==> src/rtl/multi_dataflow_job_fsm_pkg.sv <==
// Shared types and stream index map for the multi_dataflow job sequencer.
// The stream order is fixed in hardware: in_pel, in_size, out_pel.
package multi_dataflow_job_fsm_pkg;

  localparam int ADDR_W_DEF    = 32;
  localparam int LEN_W_DEF     = 16;
  localparam int N_STREAMS_DEF = 3;

  localparam int STREAM_IN_PEL  = 0;
  localparam int STREAM_IN_SIZE = 1;
  localparam int STREAM_OUT_PEL = 2;

  typedef enum logic [1:0] {
    IDLE,
    REQ,
    RUN,
    DONE
  } job_state_e;

  typedef struct packed {
    logic [N_STREAMS_DEF-1:0][ADDR_W_DEF-1:0] addr;
    logic [LEN_W_DEF-1:0]                     len;
  } job_cfg_t;

  // The size stream carries a single word; pel streams carry the job length.
  function automatic logic one_word_stream(input int idx);
    case (idx)
      STREAM_IN_PEL, STREAM_OUT_PEL: return 1'b0;
      STREAM_IN_SIZE:                return 1'b1;
      default:                       return 1'b0;
    endcase
  endfunction

endpackage

==> src/rtl/multi_dataflow_job_fsm_req_slot.sv <==
// One address-generator request channel: holds addr/len for the job and
// keeps valid high until its own ready has been seen once.
module multi_dataflow_req_slot #(
  parameter int ADDR_W = 32,
  parameter int LEN_W  = 16
) (
  input  logic              i_clk,
  input  logic              i_rst,
  input  logic              i_clear,
  input  logic              i_load,
  input  logic              i_active,
  input  logic [ADDR_W-1:0] i_addr,
  input  logic [LEN_W-1:0]  i_len,
  input  logic              i_ready,
  output logic              o_valid,
  output logic [ADDR_W-1:0] o_addr,
  output logic [LEN_W-1:0]  o_len,
  output logic              o_accepted
);

  logic r_accepted;

  always_ff @(posedge i_clk) begin
    if (i_rst) begin
      r_accepted <= 1'b0;
      o_addr     <= '0;
      o_len      <= '0;
    end else if (i_clear) begin
      r_accepted <= 1'b0;
    end else if (i_load) begin
      r_accepted <= 1'b0;
      o_addr     <= i_addr;
      o_len      <= i_len;
    end else if (o_valid && i_ready) begin
      r_accepted <= 1'b1;
    end
  end

  assign o_valid = i_active && !r_accepted;

  // Includes an accept happening this cycle so the FSM can advance at once.
  assign o_accepted = r_accepted || (o_valid && i_ready);

endmodule

==> src/rtl/multi_dataflow_job_fsm.sv <==
// Job sequencer: latches a descriptor, issues one request per stream, starts
// the engine and counts stream handshakes until the job has fully drained.
module multi_dataflow_job_fsm
  import multi_dataflow_job_fsm_pkg::*;
#(
  parameter int ADDR_W    = ADDR_W_DEF,
  parameter int LEN_W     = LEN_W_DEF,
  parameter int N_STREAMS = N_STREAMS_DEF
) (
  input  logic                          clk_i,
  input  logic                          rst_i,
  input  logic                          clear_i,
  input  logic                          start_i,
  input  logic [N_STREAMS*ADDR_W-1:0]   cfg_addr_i,
  input  logic [LEN_W-1:0]              cfg_len_i,
  output logic [N_STREAMS-1:0]          req_valid_o,
  input  logic [N_STREAMS-1:0]          req_ready_i,
  output logic [N_STREAMS*ADDR_W-1:0]   req_addr_o,
  output logic [N_STREAMS*LEN_W-1:0]    req_len_o,
  input  logic                          in_hs_i,
  input  logic                          out_hs_i,
  output logic                          engine_start_o,
  output logic                          busy_o,
  output logic                          done_o,
  output logic                          evt_o,
  output logic                          err_o,
  output logic [LEN_W-1:0]              out_cnt_o
);

  job_state_e           r_state;
  logic [LEN_W-1:0]     r_len;
  logic [LEN_W-1:0]     r_in_cnt;
  logic [N_STREAMS-1:0] w_acc;
  logic                 w_load;
  logic                 w_in_sat;
  logic                 w_out_sat;
  logic                 w_err_set;
  logic [LEN_W-1:0]     w_in_next;
  logic [LEN_W-1:0]     w_out_next;

  assign w_load = (r_state == IDLE) && start_i;

  for (genvar g = 0; g < N_STREAMS; g++) begin : g_slot
    logic [LEN_W-1:0] w_slot_len;
    assign w_slot_len = one_word_stream(g) ? LEN_W'(1) : cfg_len_i;

    multi_dataflow_req_slot #(.ADDR_W(ADDR_W), .LEN_W(LEN_W)) u_slot (
      .i_clk      (clk_i),
      .i_rst      (rst_i),
      .i_clear    (clear_i),
      .i_load     (w_load),
      .i_active   (r_state == REQ),
      .i_addr     (cfg_addr_i[g*ADDR_W +: ADDR_W]),
      .i_len      (w_slot_len),
      .i_ready    (req_ready_i[g]),
      .o_valid    (req_valid_o[g]),
      .o_addr     (req_addr_o[g*ADDR_W +: ADDR_W]),
      .o_len      (req_len_o[g*LEN_W +: LEN_W]),
      .o_accepted (w_acc[g])
    );
  end

  // Counters saturate at len so a full-scale job never wraps.
  assign w_in_sat   = (r_in_cnt == r_len);
  assign w_out_sat  = (out_cnt_o == r_len);
  assign w_in_next  = (in_hs_i && !w_in_sat) ? r_in_cnt + LEN_W'(1) : r_in_cnt;
  assign w_out_next = (out_hs_i && !w_out_sat) ? out_cnt_o + LEN_W'(1) : out_cnt_o;

  assign w_err_set = (start_i && (r_state != IDLE))
                  || ((in_hs_i || out_hs_i) && (r_state != RUN))
                  || ((r_state == RUN) && ((in_hs_i && w_in_sat) || (out_hs_i && w_out_sat)));

  always_ff @(posedge clk_i) begin
    if (rst_i) begin
      r_state        <= IDLE;
      r_len          <= '0;
      r_in_cnt       <= '0;
      out_cnt_o      <= '0;
      engine_start_o <= 1'b0;
      busy_o         <= 1'b0;
      done_o         <= 1'b0;
      evt_o          <= 1'b0;
      err_o          <= 1'b0;
    end else if (clear_i) begin
      r_state        <= IDLE;
      r_in_cnt       <= '0;
      out_cnt_o      <= '0;
      engine_start_o <= 1'b0;
      busy_o         <= 1'b0;
      done_o         <= 1'b0;
      evt_o          <= 1'b0;
      err_o          <= 1'b0;
    end else begin
      engine_start_o <= 1'b0;
      done_o         <= 1'b0;
      evt_o          <= 1'b0;
      err_o          <= err_o || w_err_set;
      unique case (r_state)
        IDLE: begin
          if (start_i) begin
            r_len     <= cfg_len_i;
            r_in_cnt  <= '0;
            out_cnt_o <= '0;
            err_o     <= w_err_set;
            if (cfg_len_i == '0) begin
              r_state <= DONE;
              busy_o  <= 1'b0;
            end else begin
              r_state <= REQ;
              busy_o  <= 1'b1;
            end
          end
        end
        REQ: begin
          if (&w_acc) begin
            r_state        <= RUN;
            engine_start_o <= 1'b1;
          end
        end
        RUN: begin
          r_in_cnt  <= w_in_next;
          out_cnt_o <= w_out_next;
          if ((w_in_next == r_len) && (w_out_next == r_len)) begin
            r_state <= DONE;
            busy_o  <= 1'b0;
          end
        end
        DONE: begin
          r_state <= IDLE;
          done_o  <= 1'b1;
          evt_o   <= 1'b1;
        end
      endcase
    end
  end

endmodule

==> config.mk <==
export PLATFORM = sky130hd
export DESIGN_NAME = multi_dataflow_job_fsm
export DESIGN_NICKNAME = d
export VERILOG_FILES = /design/src/rtl/multi_dataflow_job_fsm_pkg.sv /design/src/rtl/multi_dataflow_job_fsm_req_slot.sv /design/src/rtl/multi_dataflow_job_fsm.sv
export SDC_FILE = /design/constraint.sdc
export NUM_CORES = 1
export LEC_CHECK = 0
export ABC_AREA = 1
export CAP_MARGIN = 20
export CORE_ASPECT_RATIO = 0.75
export CORE_MARGIN = 5
export CORE_UTILIZATION = 49
export CTS_CLUSTER_SIZE = 25
export DETAILED_ROUTE_END_ITERATION = 7
export PLACE_DENSITY_LB_ADDON = 0.05
export SETUP_SLACK_MARGIN = 0.1
export SLEW_MARGIN = 10
export SYNTH_ARGS = -nofsm -noshare
export SYNTH_HDL_FRONTEND = slang
export SYNTH_HIERARCHICAL = 1
export SYNTH_SLANG_ARGS = --single-unit
==> constraint.sdc <==
create_clock -name clk_i -period 2.65 [get_ports clk_i]
set_clock_uncertainty 0.1 [all_clocks]
set_input_delay 0.6625 -clock clk_i [delete_from_list [all_inputs] [get_ports clk_i]]
set_output_delay 0.6625 -clock clk_i [all_outputs]
set_load 0.02 [all_outputs]
# == Word level (Yosys, flattened, before mapping) ==
# Cells that the tools add are included.
# word_totals
n_memories,0
mem_bits_rw,0
rom_bits,0
reg_bits,170
latchBits,0
# op_classes
div_mod_pow,0
shift,0
n_bitwise,2
add_sub_neg,2
n_reduce_logical,41
n_mul,0
eq_ne,11
n_mux,18
magnitude_cmp,0
# op_table
operator,count
$eq A16 B16 Y1,4
$pmux W16 S2,2
$mux W16,3
$add A16 B1 Y16 const B,2
$logic_not A16 Y1,1
$logic_and A1 B1 Y1,15
$reduce_and A3 Y1,4
$logic_or A1 B1 Y1,8
$mux W2,4
$pmux W2 S4,1
$mux W1,7
$ne A2 B2 Y1 const B,3
$reduce_or A3 Y1,2
$logic_not A1 Y1,5
$eq A2 B2 Y1 const B,2
$reduce_and A2 Y1,2
$reduce_bool A2 Y1,2
$eq A2 B1 Y1 const B,1
$logic_not A2 Y1,1
$ne A2 B1 Y1 const B,1
$not A1 Y1,2
$pmux W1 S2,1
$reduce_or A2 Y1,1

# == Logic depth before layout (Yosys ltp) ==
# Gate-level depths: netlist of the first run.
# logic_depth
depth_word,8
depth_mapped,21

# == Modules after synthesis ==
# Netlist of the first run, hierarchy kept.
# modules_own_cells
mod,area_each_um2,instances,seq_area_each_um2,cells_per_inst
multi_dataflow_req_slot,2082.0,3,980.9,319
multi_dataflow_job_fsm,4070.2,1,1081.0,710

# == Least setup slack after synthesis of the first run ==
# Ideal clock, no wire load.
# synth_path
path_kind,input -> register
startpoint,in out_hs_i
endpoint,reg r_state[1]
path_slack_ps,323
setup_time_ps,131
cell_stages,16
arrival_ps,2096
cell_sequence,clkbuf_1 -> nand3_1 -> nor3_1 -> nand2_1 -> nand2_1 -> nand2_1 -> clkinv_1 -> nand2_1 -> nor2_1 -> nand2_1 -> nor2_1 -> nand2_1 -> nand2_2 -> nand2_1 -> nand2_1 -> a21oi_2
# synth_between
elab_chain_len,6
# synth_lines
item,line,text
"start, declared",multi_dataflow_job_fsm.sv:21,"input logic out_hs_i,"
$logic_and A1 B1 Y1,multi_dataflow_job_fsm.sv:67,assign w_out_next = (out_hs_i && !w_out_sat) ? out_cnt_o + LEN_W'(1) : out_cnt_o;
$mux W16,multi_dataflow_job_fsm.sv:67,
$eq A16 B16 Y1,multi_dataflow_job_fsm.sv:123,if ((w_in_next == r_len) && (w_out_next == r_len)) begin
$logic_and A1 B1 Y1,multi_dataflow_job_fsm.sv:123,
$ne A2 B1 Y1 (no source line),-,
$reduce_and A3 Y1 (no source line),-,
"end signal, assigned",multi_dataflow_job_fsm.sv:116,r_state <= RUN;
"end signal, assigned",multi_dataflow_job_fsm.sv:124,r_state <= DONE;
"end signal, assigned",multi_dataflow_job_fsm.sv:129,r_state <= IDLE;
"end, declared",multi_dataflow_job_fsm.sv:30,job_state_e r_state;
# Every way passes these cells.
# A chain may end at the register's enable or synchronous reset.

# == Worst setup path after layout of the first run ==
# layout_path
startpoint,reg r_len[2]
endpoint,reg r_state[1]
# layout_between
elab_chain_len,8
word_cells_on_any_way,13
cone_classes,eq/ne (5); mux (2); reduce/logical (6)
# layout_lines
item,line,text
"start, declared",multi_dataflow_job_fsm.sv:31,logic [LEN_W-1:0] r_len;
"start signal, assigned",multi_dataflow_job_fsm.sv:101,r_len <= cfg_len_i;
$eq A16 B16 Y1 (on tied branches),"multi_dataflow_job_fsm.sv:64, multi_dataflow_job_fsm.sv:65",
$logic_not A1 Y1 (on tied branches),"multi_dataflow_job_fsm.sv:66, multi_dataflow_job_fsm.sv:67",
$logic_and A1 B1 Y1 (on tied branches),"multi_dataflow_job_fsm.sv:66, multi_dataflow_job_fsm.sv:67",
$mux W16 (on tied branches),"multi_dataflow_job_fsm.sv:66, multi_dataflow_job_fsm.sv:67",
$eq A16 B16 Y1,multi_dataflow_job_fsm.sv:123,
$logic_and A1 B1 Y1 *,multi_dataflow_job_fsm.sv:123,
$ne A2 B1 Y1 (no source line) *,-,
$reduce_and A3 Y1 (no source line) *,-,
# Every way passes the cells marked *; elsewhere a longest branch is shown, timed or not.

==> impl_results.md, run 1 <==
- Synth Area in Compound Gates: 6.21%
- Asr flop ratio synth: 0%
- Post-Synth XOR/XNOR Area: 0.255%
- Power Dens Cells: around 530 nW/µm²
- Worst slew pin tran: about 0.74 ns
- Reg power frac: 40.2%
- Hold-fix buffers, CTS: 0
- Ratio of cells with drive above 1 in the final layout: between 15 and 20%
- H-tree levels: 1
- Die height: roughly 140 µm
- Area share of the largest cell type after synthesis: between 30% and 40%
- N_diodes: 0
- Iter 0 DRT Violations: 762
- Vias in the first global route: roughly 11,000
- Leakage: slightly above 7 nW
- Global Route met1 Usage: 38.6%
- CP Max Fanout: 7
- Yosys warns: 6
- Cells after Synth: approximately 1,700
- Grt ovf: 0
- Setup crit end kind: flip-flop
- Initial core utilization: 49.2%
- Total Routing Usage GR: about 28%
- Sw frac: about 29%
- First-pass GRT wire length: between 50,000 and 60,000 µm
- Inserted Clock Buffers: 22
- Top Usage Layer GRT: met2
- Total clock sinks: about 200
- Largest family of logic cells by synthesized area: simple AND/OR/NAND/NOR gates
- PortBufs: approximately 290
- CTS clk-pin slew, worst paths: 0.06 ns
- R2R Setup Slk: roughly 0.15 ns
- Fin cells: between 2,000 and 2,500
- Clock Tree Buf Depth: 3
- Largest cells by area after synthesis: dfxtp_1 (39%), nand2_1 (14%), nor2_1 (13%)
- HPWL Detailed: 26,400 µm
- CP required: just under 3 ns
- Worst hold path type: flip-flop to flip-flop
- Logic pwr share: between 20% and 30%
- Post-Route WL: 37,100 µm
- WS Path Type: flip-flop to flip-flop
- Drt pass-1 iters: 5
- Mux cell area share after synthesis: 0%
- Max Freq: approximately 400 MHz
- M2 GR Usage: a little over two fifths
- Mapped Area: slightly above 10,000 µm²
- Critical-path cell list: buf_4 -> nand2_2 -> nand2_4 -> nor2_2 -> nand2_1 -> nor2_2 -> nand2_4 -> buf_12 -> nand2_2 -> nand2_1 -> nand2_1 -> nand2_1 -> nor2_1 -> nand3_1 -> nor2_2 -> nand2_1 -> nand2_2 -> nand2_2 -> nand2_2 -> a21oi_2
- Status: complete, no violations
- CTS tree: done
- Post-route minimum period: around 2.5 ns
- Gpl congestion: 0.916
- Post-Synth Adder-Cell Area: less than 1%
- FP Rows: 46
- Setup-failing EPs final: 0
- Cell taking the most area after synthesis: dfxtp_1
- Syn_area_per_cell: between 6 and 7 µm²
- Final Hold Fails: 0
- Vias: 11,700
- Max_cap viols: 0
- Die area: approximately 24,000 µm²
- Met3 Use GR: under 10%
- Initial antenna violation count: 1
- Most frequent cell after synthesis: nand2_1
- Startpoint Class: flip-flop
- Pre-CTS setup slack: -0.337 ns
- Synth cell count leaders: nand2_1 (394), nor2_1 (355), inv_1 (226)
- Post-synth EDFFs: 0
- Routed Antenna Nets: 0
- Crit path arrival time: around 2.8 ns
- Worst stage delay on the critical path: approximately 0.32 ns
- Final Slew Violations: 0
- Final setup margin: around 0.15 ns
- Slew headroom: 50.4%
- Via density: 4.98
- Largest net degree at the start of global routing: 69
- Clock Latency Late Sink: ~0.5 ns
- Ys flop type: dfxtp_1
- Synth Area in Simple Gates: roughly 40%
- Width of the chip: 178 µm
- Post-layout net count: approximately 2,200
- Slowest CP cell: dfxtp_2
- Synth cell types: 31
- P_int: between 5 and 6 mW
- IO Count: just under 300
- Area Growth Syn to Fin: 51.3%
- RSZ-0062 raised after global routing: true
- WL per Instance: ~16 µm
- Core box area: ~21,000 µm²
- Root buffer cell: clkbuf_16
- Post-synthesis sequential area ratio: between 30 and 40%
- Worst vdd ir: ~0.44 mV
- # DRC: 0
- Synth Register Bits: between 200 and 250
- Clock group share of total power: between 30% and 40%
- # fillers: about 1,800
- Post-route clock period utilization: a little over nine tenths
- Dpl cells: roughly 2,300
- NetSw: approximately 2.4 mW
-- per-stage QoR --
| stage | hold WS [ns] | TNS, ns | power (mW) | instance area, µm² | util [%] |
|---|---|---|---|---|---|
| 2_1_floorplan | 0.349 | 0 | 4.28 | 10400 | - |
| 3_3_place_gp | 0.360 | -0.626 | 5.13 | 14400 | 68.6 |
| 3_5_place_dp | 0.371 | -0.870 | 5.16 | 14400 | 68.6 |
| 4_1_cts | 0.383 | 0 | 8.15 | 15100 | 72.0 |
| 5_1_grt | 0.399 | 0 | 8.60 | 15600 | 74.5 |
| 6_report | 0.378 | 0 | 8.23 | 15600 | 74.5 |
-- area by class of cell --
cell class / instances / area (µm²) / area share [%]
clock buffers: 34 / 657 / 4.21
clock inverters: 3 / 42.5 / 0.272
inverters: 256 / 973 / 6.23
multi-input cells: 1141 / 5220 / 33.4
flip-flops and latches: 201 / 4080 / 26.2
well taps: 288 / 360 / 2.31
repair buffers: 438 / 4280 / 27.4
-- metal layers --
metal	vias up	share of wire, %
met4	2	3.0
met3	68	10
met2	446	44
li1	5889	-
met5	-	0.030
met1	5342	43
-- path summary, 6_finish.rpt --
kind,start,endpoint,cells after the start
max,r_len[2]$_SDFFE_PP0P_,r_state[1]$_SDFFE_PP0P_,20
min,g_slot[2].u_slot/o_addr[2]$_SDFFE_PP0P_,g_slot[2].u_slot/o_addr[2]$_SDFFE_PP0P_,2
max reg2reg,r_len[2]$_SDFFE_PP0P_,r_state[1]$_SDFFE_PP0P_,20
min reg2reg,g_slot[2].u_slot/o_addr[2]$_SDFFE_PP0P_,g_slot[2].u_slot/o_addr[2]$_SDFFE_PP0P_,2
-- critical path, delay by kind of cell (launching register included) --
kind | cells | cell delay, ns
AO/OA/AOI/OAI | 1 | 0.04
buffers and inverters | 2 | 0.31
AND/OR/NAND/NOR | 17 | 1.62
flip-flops | 1 | 0.32
-- layout by cell type, fill, tap and decap left out, types with 7 or more instances in the layout --
cell / n
nand2_2: 40
nor2_4: 7
nand2_1: 359
nand4_1: 10
dfxtp_2: 26
inv_1: 216
conb_1: 16
clkdlybuf4s50_1: 285
nor2_1: 341
inv_2: 34
nand2_4: 8
nor3_1: 9
nand3_1: 189
buf_4: 126
a221oi_1: 12
dfxtp_4: 7
clkbuf_16: 28
nor2_2: 12
clkbuf_1: 7
buf_12: 13
a21oi_1: 57
o21ai_0: 42
nor4_1: 7
dfxtp_1: 168
-- what timing repair did --
| item | CTS | global route |
|---|---|---|
| pin swaps | 0 | 44 |
| setup endpoints to repair | 4 | 6 |
| buffers inserted | 0 | 11 |
| cloned | 0 | 5 |
| resized for setup | 9 | 126 |
-- kinds of logic (layout without fill, tap and decap cells) --
kind of cell,count (synthesis),count (layout)
and+or+nand+nor,1000,1000
buffers and inverters,339,731
DFF,201,201
AOI/OAI and AO/OA,116,116
adders and majority gates,6,6
xor gates and xnor gates,3,3
other,2,16
-- sequential cells by signal (all words and copies together) (netlist names) --
register,flops
g_slot.u_slot/o_addr,96
g_slot.u_slot/o_len,48
out_cnt_o,16
r_in_cnt,16
r_len,16
g_slot.u_slot/r_accepted,3
r_state,2
busy_o,1
engine_start_o,1
err_o,1
evt_o,1
-- power groups by stage --
stage / Clock, mW / Combinational (mW) / Sequential (mW)
after floorplan: 0 / 0.720 / 3.56
after global placement: 0 / 1.77 / 3.36
after detailed placement: 0 / 1.79 / 3.37
after CTS: 3.04 / 1.80 / 3.30
after global routing: 3.20 / 2.07 / 3.33
final: 3.00 / 1.92 / 3.31
Note: power is estimated with default switching activity, not from simulation.
==> inputs of run 2 (changes only) <==
--- a/config.mk
+++ b/config.mk
@@ -6,6 +6,7 @@
 export NUM_CORES = 1
 export LEC_CHECK = 0
 export ABC_AREA = 1
+export ABC_CLOCK_PERIOD_IN_PS = 2650
 export CAP_MARGIN = 20
 export CORE_ASPECT_RATIO = 0.75
 export CORE_MARGIN = 5
==> results of run 2 <==
No change in the layout: final DEF, timing and power equal those of run 1.
==> inputs of run 3 (changes only) <==
--- a/config.mk
+++ b/config.mk
@@ -15,7 +15,8 @@
 export DETAILED_ROUTE_END_ITERATION = 7
 export PLACE_DENSITY_LB_ADDON = 0.05
 export SETUP_SLACK_MARGIN = 0.1
-export SLEW_MARGIN = 10
+export SKIP_LAST_GASP = 1
+export SLEW_MARGIN = 5
 export SYNTH_ARGS = -nofsm -noshare
 export SYNTH_HDL_FRONTEND = slang
 export SYNTH_HIERARCHICAL = 1
==> impl_results.md, run 3 (synthesized netlist as in run 1, its figures left out) <==
- Clock group share of total power: 36.4% (about the same)
- Via density: 4.98 (+0.10%)
- CTS tree: done
- Drt pass-1 iters: 7 (+2)
- Total clock sinks: 201 (unchanged)
- WL per Instance: 15.7 µm (about the same)
- Root buffer cell: clkbuf_16
- Max Freq: 399 MHz (about the same)
- Setup-failing EPs final: 0 (unchanged)
- Hold-fix buffers, CTS: 0 (unchanged)
- Crit path arrival time: 2.80 ns (about the same)
- Inserted Clock Buffers: 22 (unchanged)
- Ratio of cells with drive above 1 in the final layout: 16.3% (+0.048 points)
- Status: complete, no violations
- Critical-path cell list: inv_4 -> buf_6 -> nand2_2 -> nand2_2 -> nor2_2 -> nand2_1 -> nor2_2 -> nand2_4 -> buf_12 -> nand2_4 -> xor2_1 -> nand2_1 -> nor2_1 -> nand2_1 -> nor2_1 -> nand2_1 -> nand2_2 -> nand2_2 -> nand2_2 -> a21oi_2
- CP required: 2.94 ns (about the same)
- Final Slew Violations: 0 (unchanged)
- Vias in the first global route: 10,500 (unchanged)
- Die area: 24,100 µm² (unchanged)
- Area after DPL: 14,400 µm² (unchanged)
- CP Max Fanout: 7 (unchanged)
- Clock Tree Buf Depth: 3 (unchanged)
- Grt ovf: 0 (unchanged)
- FP Rows: 46 (unchanged)
- Reg power frac: 40.2% (about the same)
- Slew headroom: 51.1% (+0.68 points)
- Max FFs per register: 96 (unchanged)
- CP most frequent cell: nand2_2
- N_diodes: 0 (unchanged)
- Routed Antenna Nets: 0 (unchanged)
- Post-layout net count: 2,187 (unchanged)
- WS Path Type: flip-flop to flip-flop
- NetSw: 2.36 mW (-0.34%)
- Startpoint Class: flip-flop
- Worst slew pin tran: 0.732 ns (-0.0102 ns)
- Biggest regs: g_slot.u_slot/o_addr x96, g_slot.u_slot/o_len x48
- R2R Setup Slk: 0.14 ns (about the same)
- Sw frac: 28.7% (-0.062 points)
- Die height: 136 µm (unchanged)
- First-pass GRT wire length: 54,900 µm (unchanged)
- IO Count: 289 (unchanged)
- Power Dens Cells: 527 nW/µm² (about the same)
- Vias: 11,800 (+0.10%)
- P_int: 5.87 mW (about the same)
- PortBufs: 288 (unchanged)
- Final instance area: 15,600 µm² (-0.13%)
- RSZ-0062 raised after global routing: true
- Leakage: 7.12 nW (about the same)
- Post-Route WL: 37,100 µm (about the same)
- Area Growth Syn to Fin: 51.1%
- Largest Register: g_slot.u_slot/o_addr
- Slowest CP cell: dfxtp_2
- Logic pwr share: 23.4% (about the same)
- Final Hold Fails: 0 (unchanged)
- Largest net degree at the start of global routing: 69 (unchanged)
- Most common cell after layout, fill and taps aside: nand2_1
- Most frequent cells in the layout: nand2_1 (359), nor2_1 (341), clkdlybuf4s50_1 (285)
- Setup crit end kind: flip-flop
- Worst vdd ir: 0.442 mV (about the same)
- Post-route clock period utilization: 94.6% (about the same)
- CTS clk-pin slew, worst paths: 0.06 ns (about the same)
- Iter 0 DRT Violations: 715 (-6.2%)
- Final Util: 74.4% (-0.096 points)
- Gpl congestion: 0.916 (unchanged)
- Worst hold path type: flip-flop to flip-flop
- Total Routing Usage GR: 28.3% (unchanged)
- Max_cap viols: 0 (unchanged)
- Width of the chip: 178 µm (unchanged)
- # DRC: 0 (unchanged)
- Core box area: 21,000 µm² (unchanged)
- HPWL Detailed: 26,400 µm (unchanged)
- Clock Latency Late Sink: 0.50 ns (about the same)
- Initial core utilization: 49.2% (unchanged)
- Post-route minimum period: 2.51 ns (+0.00239 ns)
- Worst stage delay on the critical path: 0.36 ns (+0.04 ns)
- Initial antenna violation count: 1 (unchanged)
- H-tree levels: 1 (unchanged)
==> run 3: cell count changes in the layout (fill, tap and decap cells not counted), sizes merged <==
cell,change
clkbuf,+2
clkdlybuf4s15,-1
dlygate4sd2,-1
==> run 3: power by group through the flow <==
stage	Combinational, mW	Sequential, mW	Clock [mW]
floorplan	0.720	3.56	0
global placement	1.77	3.36	0
detailed placement	1.79	3.37	0
CTS	1.80	3.30	3.04
global route	2.07	3.33	3.20
finish	1.92	3.31	3.00
==> run 3: metrics by stage <==
step / instances / TNS [ns] / hold slack, ns / worst slack (ns) / total power [mW]
final: 2361 / 0 / 0.378 / 0.144 / 8.22
after global routing: 2361 / 0 / 0.399 / 0.0211 / 8.59
after CTS: 2345 / -0.0126 / 0.383 / -0.0126 / 8.15
after detailed placement: 2308 / -0.870 / 0.371 / -0.337 / 5.16
after global placement: 2308 / -0.626 / 0.360 / -0.249 / 5.13
after floorplan: 1681 / 0 / 0.349 / 0.323 / 4.28
==> run 3: layout make-up <==
type                       count  area [µm²]
clock buffer                  34         657
tap                          288         360
multi-input combinational   1141        5200
clock inverter                 3        42.5
fill                        1761        5360
sequential                   201        4080
timing repair buffer         438        4270
inverter                     256         973
==> run 3: path summary, 6_finish.rpt <==
path | from | to | cells past startpoint
max | r_len[5]$_SDFFE_PP0P_ | r_state[1]$_SDFFE_PP0P_ | 20
max reg2reg | r_len[5]$_SDFFE_PP0P_ | r_state[1]$_SDFFE_PP0P_ | 20
min | g_slot[2].u_slot/o_addr[2]$_SDFFE_PP0P_ | g_slot[2].u_slot/o_addr[2]$_SDFFE_PP0P_ | 2
min reg2reg | g_slot[2].u_slot/o_addr[2]$_SDFFE_PP0P_ | g_slot[2].u_slot/o_addr[2]$_SDFFE_PP0P_ | 2
==> run 3: worst max-delay path, delay by kind of cell, from the launching register on <==
| kind | cells | cell delay (ns) |
|---|---|---|
| AND/OR/NAND/NOR | 15 | 1.43 |
| flip-flops | 1 | 0.36 |
| buffers and inverters | 3 | 0.33 |
| XOR/XNOR | 1 | 0.13 |
| AO/OA/AOI/OAI | 1 | 0.05 |
==> run 3: layer usage <==
metal / global-route usage (%) / vias to the layer above / share of wire [%] / wire (µm)
li1: - / 5887 / - / -
met1: 38.6 / 5317 / 42 / 15800
met2: 43.4 / 478 / 43 / 16100
met3: 7.98 / 75 / 11 / 4080
met4: 8.84 / 2 / 3.1 / 1150
met5: 0 / - / 0.030 / 11
==> run 3: timing repair <==
action,4_1_cts,5_1_grt
buffers inserted,0,11
cloned,0,5
setup endpoints to repair,4,6
pin swaps,0,45
gates resized for setup,6,130
